===== src/rtl/pair_match_ctrl.sv =====
// Pair-matching game controller for a 4x4 card board.
// Reveals two picked cells, compares them, keeps score.
module pair_match_ctrl #(
    parameter int N_CELLS     = 16,
    parameter int VAL_W       = 4,
    parameter int HIDE_CYCLES = 50
) (
    input  logic                       clk,
    input  logic                       rst,
    input  logic                       select,
    input  logic [$clog2(N_CELLS)-1:0] cursor,
    input  logic [N_CELLS*VAL_W-1:0]   board,
    output logic [N_CELLS-1:0]         revealed,
    output logic [N_CELLS-1:0]         matched,
    output logic [7:0]                 attempts,
    output logic [3:0]                 pairs,
    output logic                       mismatch,
    output logic                       game_over
);

    localparam int CUR_W       = $clog2(N_CELLS);
    localparam int TMR_W       = $clog2(HIDE_CYCLES + 1);
    localparam int PAIRS_TOTAL = N_CELLS / 2;

    typedef enum logic [2:0] {
        PICK1,
        PICK2,
        COMPARE,
        SHOW,
        DONE
    } state_t;

    state_t             state_q;
    state_t             state_d;
    logic               select_q;
    logic [CUR_W-1:0]   first_q;
    logic [CUR_W-1:0]   first_d;
    logic [CUR_W-1:0]   second_q;
    logic [CUR_W-1:0]   second_d;
    logic [TMR_W-1:0]   timer_q;
    logic [TMR_W-1:0]   timer_d;
    logic [N_CELLS-1:0] revealed_d;
    logic [N_CELLS-1:0] matched_d;
    logic [7:0]         attempts_d;
    logic [3:0]         pairs_d;

    logic               sel_edge;
    logic               in_range;
    logic               pick_ok;
    logic [VAL_W-1:0]   val_a;
    logic [VAL_W-1:0]   val_b;

    // A full-width cursor can only address real cells on a power-of-two board.
    if (N_CELLS == (2 ** CUR_W)) begin : g_full
        assign in_range = 1'b1;
    end else begin : g_part
        assign in_range = (32'(cursor) < 32'(N_CELLS));
    end

    assign sel_edge = select & ~select_q;
    assign pick_ok  = sel_edge & in_range
                    & ~revealed[cursor] & ~matched[cursor];

    assign val_a = board[VAL_W*first_q +: VAL_W];
    assign val_b = board[VAL_W*second_q +: VAL_W];

    assign mismatch  = (state_q == SHOW);
    assign game_over = (state_q == DONE);

    // Next-state and datapath updates for the pick/compare/show flow.
    always_comb begin
        state_d    = state_q;
        first_d    = first_q;
        second_d   = second_q;
        timer_d    = timer_q;
        revealed_d = revealed;
        matched_d  = matched;
        attempts_d = attempts;
        pairs_d    = pairs;
        unique case (state_q)
            PICK1: begin
                if (pick_ok) begin
                    revealed_d[cursor] = 1'b1;
                    first_d            = cursor;
                    state_d            = PICK2;
                end
            end
            PICK2: begin
                if (pick_ok) begin
                    revealed_d[cursor] = 1'b1;
                    second_d           = cursor;
                    state_d            = COMPARE;
                end
            end
            COMPARE: begin
                if (attempts != 8'hFF) begin
                    attempts_d = attempts + 8'd1;
                end
                if (val_a == val_b) begin
                    matched_d[first_q]  = 1'b1;
                    matched_d[second_q] = 1'b1;
                    pairs_d             = pairs + 4'd1;
                    if (pairs_d == 4'(PAIRS_TOTAL)) begin
                        state_d = DONE;
                    end else begin
                        state_d = PICK1;
                    end
                end else begin
                    timer_d = TMR_W'(HIDE_CYCLES - 1);
                    state_d = SHOW;
                end
            end
            SHOW: begin
                if (timer_q == '0) begin
                    revealed_d[first_q]  = 1'b0;
                    revealed_d[second_q] = 1'b0;
                    state_d              = PICK1;
                end else begin
                    timer_d = timer_q - 1'b1;
                end
            end
            DONE: begin
                state_d = DONE;
            end
            default: begin
                state_d = PICK1;
            end
        endcase
    end

    // FSM state register.
    always_ff @(posedge clk) begin
        if (rst) begin
            state_q <= PICK1;
        end else begin
            state_q <= state_d;
        end
    end

    // Score, masks, latched picks, timer and select history.
    always_ff @(posedge clk) begin
        if (rst) begin
            select_q <= 1'b0;
            first_q  <= '0;
            second_q <= '0;
            timer_q  <= '0;
            revealed <= '0;
            matched  <= '0;
            attempts <= '0;
            pairs    <= '0;
        end else begin
            select_q <= select;
            first_q  <= first_d;
            second_q <= second_d;
            timer_q  <= timer_d;
            revealed <= revealed_d;
            matched  <= matched_d;
            attempts <= attempts_d;
            pairs    <= pairs_d;
        end
    end

endmodule


===== config.mk =====
export PLATFORM = sky130hd
export DESIGN_NAME = pair_match_ctrl
export DESIGN_NICKNAME = d
export VERILOG_FILES = /design/src/rtl/pair_match_ctrl.sv
export SDC_FILE = /design/constraint.sdc
export NUM_CORES = 1
export LEC_CHECK = 0
export ABC_AREA = 1
export BUFFER_PORTS_ARGS = -buffer_cell sky130_fd_sc_hd__buf_2
export CAP_MARGIN = 20
export CORE_ASPECT_RATIO = 1.25
export CORE_MARGIN = 4
export CORE_UTILIZATION = 45
export CTS_BUF_LIST = sky130_fd_sc_hd__clkbuf_4 sky130_fd_sc_hd__clkbuf_8 sky130_fd_sc_hd__clkbuf_16
export DETAILED_ROUTE_END_ITERATION = 12
export GPL_TIMING_DRIVEN = 0
export PLACE_DENSITY = 0.75
export SYNTH_ARGS = -nofsm -noshare
export SYNTH_HDL_FRONTEND = slang
export SYNTH_SLANG_ARGS = --single-unit

===== constraint.sdc =====
create_clock -name clk -period 2.5 [get_ports clk]
set_input_delay 0.75 -clock clk [delete_from_list [all_inputs] [get_ports clk]]
set_output_delay 0.75 -clock clk [all_outputs]
set_load 0.02 [all_outputs]

==> flow_metrics.py <==
metrics = {
    "place": {
        "io_buffers": 115,
        "gp_congestion": 0.984,
        "postPlaceCellArea_um2": 5580,
        "dp_cells": 1123,
        "pre_cts_ws_ns": -0.418,
        "hpwl_mm": 12.1,
    },
    "drt": {
        "vias_per_cell": 5.22,
        "wl_per_cell_um": 14.3,
        "dr.pass1.iters": 5,
        "routed_wl_mm": 16.3,
        "vias": 5942,
        "drt-initial-drc-count": 452,
        "drc": 0,
        "drtAntennaViolNets": 0,
    },
    "cells_and_area": {
        "utilization": 0.558,
        "final_cells": 1138,
        "fill_cells": 1132,
        "area_delta_synth_final_pct": 21.9,
        "fin_nets": 1076,
        "seqCellArea_um2": 1240,
        "design_area_um2": 5890,
        "multi_input_area_um2": 3040,
        "antenna_cells": 0,
        "layout-drive-gt1-share": 0.175,
    },
    "flow_run": {
        "cap_violations": 0,
    },
    "global_route": {
        "grt_max_degree": 20,
        "grt_pass1_vias": 5418,
        "antenna_found_initial": 0,
        "grt_pass1_wl_mm": 26.1,
        "grt_usage": 0.263,
        "grt_overflow_total": 0,
    },
    "logic_synthesis": {
        "synth_edf_count": 0,
        "synth_area_um2": 4830,
        "yosysSeqAreaShare": 0.257,
        "synth_ff_type": "dfxtp_1",
        "synth.top_cells.by_area": "nand2_1 (29%), dfxtp_1 (26%), inv_1 (7.1%), a21oi_1 (6.5%), o21ai_0 (6.1%)",
        "synthMuxAreaShare": 0,
        "async_reset_ff_frac": 0,
        "synth.most_common_cell": "nand2_1",
        "syn_avg_cell_area_um2": 5.52,
        "synth_simple_gate_area_frac": 0.414,
        "synth_seq_cells": 62,
        "synth_top_area_cell": "nand2_1",
        "yosysWarnings": 0,
        "netlist_top_cells_count": "nand2_1 (370), inv_1 (92), nor2_1 (74)",
        "synth_top_family_by_area": "simple AND/OR/NAND/NOR gates",
        "synth_cell_types": 32,
        "yosys.area_share.adder": 0.0104,
        "synth_compound_area_frac": 0.188,
        "syn_inst": 876,
        "yosys.area_share.xor_xnor": 0.0109,
        "synth_nets": 951,
        "synth_top_area_frac": 0.287,
    },
    "clock_tree": {
        "cts_max_level": 3,
        "clk_path_buf_depth": 2,
        "clk_latency_ns": 0.33,
        "cts_hold_buf": 0,
        "clk_pin_slew_ns": 0.05,
        "cts_setup_buffers": 0,
        "cts_tree": "done",
        "root_buffer": "clkbuf_16",
        "cts_buffers": 9,
        "cts.sinks": 62,
    },
    "critical_path": {
        "critPathKind": "in2reg",
        "endpoint": "revealed[13]",
        "start_kind": "primary input",
        "r2r_start": "second_q[1]",
        "r2r_slack_ns": 0.22,
        "crit_arrival_ns": 2.54,
        "required_ns": 2.69,
        "path_max_fanout": 10,
        "critPathCaptureType": "flip-flop",
        "reg2reg_to": "matched[15]",
        "r2r_cells": 15,
        "startpoint": "cursor[0]",
    },
    "floorplanning": {
        "die-area_um2": 12500,
        "dieWidth_um": 101,
        "initial_core_util": 0.458,
        "io_pins": 117,
        "rows": 42,
        "die-height_um": 124,
        "core-area_um2": 10600,
    },
    "timing": {
        "worst_slack_ns": 0.151,
        "period_share": 0.940,
        "fin_crit_ns": 2.35,
        "fmax_mhz": 426,
        "tightest_slew_ns": 0.630,
        "timing_hold_violations_final": 0,
        "slew_headroom": 0.580,
        "tns_ns": 0,
        "holdWs_ns": 0.460,
        "drv_slew": 0,
        "finClkSkew_ns": 0.00626,
        "setup_viol": 0,
    },
    "power_and_ir_drop": {
        "power_density_nw_per_um2": 525,
        "power_mw": 3.09,
        "leakage_nw": 3.03,
        "peakVddDrop_mv": 0.379,
    },
    "min_path": {
        "hold_class": "reg2reg",
    },
    "outcome": {
        "status": "finished clean",
    },
}
[power by group]
| group | internal [mW] | switching (mW) |
|---|---|---|
| combinational | 0.294 | 0.601 |
| clock | 0.713 | 0.439 |
| sequential | 1.02 | 0.0254 |
| total | 2.03 | 1.07 |
[metal layers]
layer	global-route usage	vias up	wire length, um
met3	0.0437	35	1390
met5	0	-	0
met1	0.328	2602	6690
met2	0.452	291	7730
li1	-	3014	-
met4	0.0994	0	447
[timing repair]
action | in CTS | in global routing
endpoints found under the setup margin | 10 | 19
gates cloned | 0 | 0
gates resized for setup | 1 | 14
[worst min path at each step]
stage / start / end / slack [ns] / cells past startpoint
after floorplan: first_q[2] / first_q[2] / 0.47 / 2
after global routing: matched[13] / matched[13] / 0.47 / 2
after CTS: matched[6] / matched[6] / 0.46 / 2
final: matched[6] / matched[6] / 0.46 / 2
after detailed placement: matched[13] / matched[13] / 0.46 / 2
after global placement: matched[13] / matched[13] / 0.45 / 2
[cells by family (layout without fill, tap and decap cells)]
| family | after synthesis | after routing |
|---|---|---|
| AOI/OAI and AO/OA | 173 | 173 |
| xor gates and xnor gates | 6 | 6 |
| adders and majority gates | 4 | 4 |
| buffers and inverters | 134 | 264 |
| DFF | 62 | 62 |
| and+or+nand+nor | 497 | 497 |
[worst max-delay path, cell delays in order]
cell	delay, ns
buf_2	0.17
nand2_2	0.13
inv_1	0.10
o21ai_0	0.11
nand4_1	0.14
a21oi_2	0.18
nand4_1	0.21
a21oi_2	0.22
nand2_2	0.14
buf_2	0.23
nand2_1	0.08
a21oi_1	0.06
[state kept, by name (all words and copies together) (netlist names)]
name,cells
timer_q,6
matched,16
pairs,4
revealed,16
first_q,4
attempts,8
second_q,4
select_q,1
state_q,3
[area by class of cell]
class / instances / area share
multi-input cells: 680 / 0.516
plain buffers: 35 / 0.0380
well taps: 132 / 0.0280
repair buffers: 115 / 0.0977
inverters: 98 / 0.0624
clock buffers: 12 / 0.0431
flip-flops and latches: 62 / 0.211
clock inverters: 4 / 0.00382
[placed cells by master (no fill, tap or decap), types with 3 or more instances in the layout]
cell type / instances
clkinv_2: 3
nor2_1: 71
nor2_4: 4
nor3_1: 3
xor2_1: 4
nand4_1: 6
buf_6: 9
o21ai_1: 30
o31ai_1: 10
o22ai_1: 5
inv_1: 92
a21oi_1: 61
o21ai_0: 59
clkbuf_16: 9
dfxtp_1: 62
nand3_1: 33
a31oi_1: 4
clkbuf_4: 4
ha_1: 4
inv_2: 6
clkbuf_1: 11
nand2_2: 3
buf_2: 126
nand2_1: 368
Note: power is estimated with default switching activity, not from simulation.
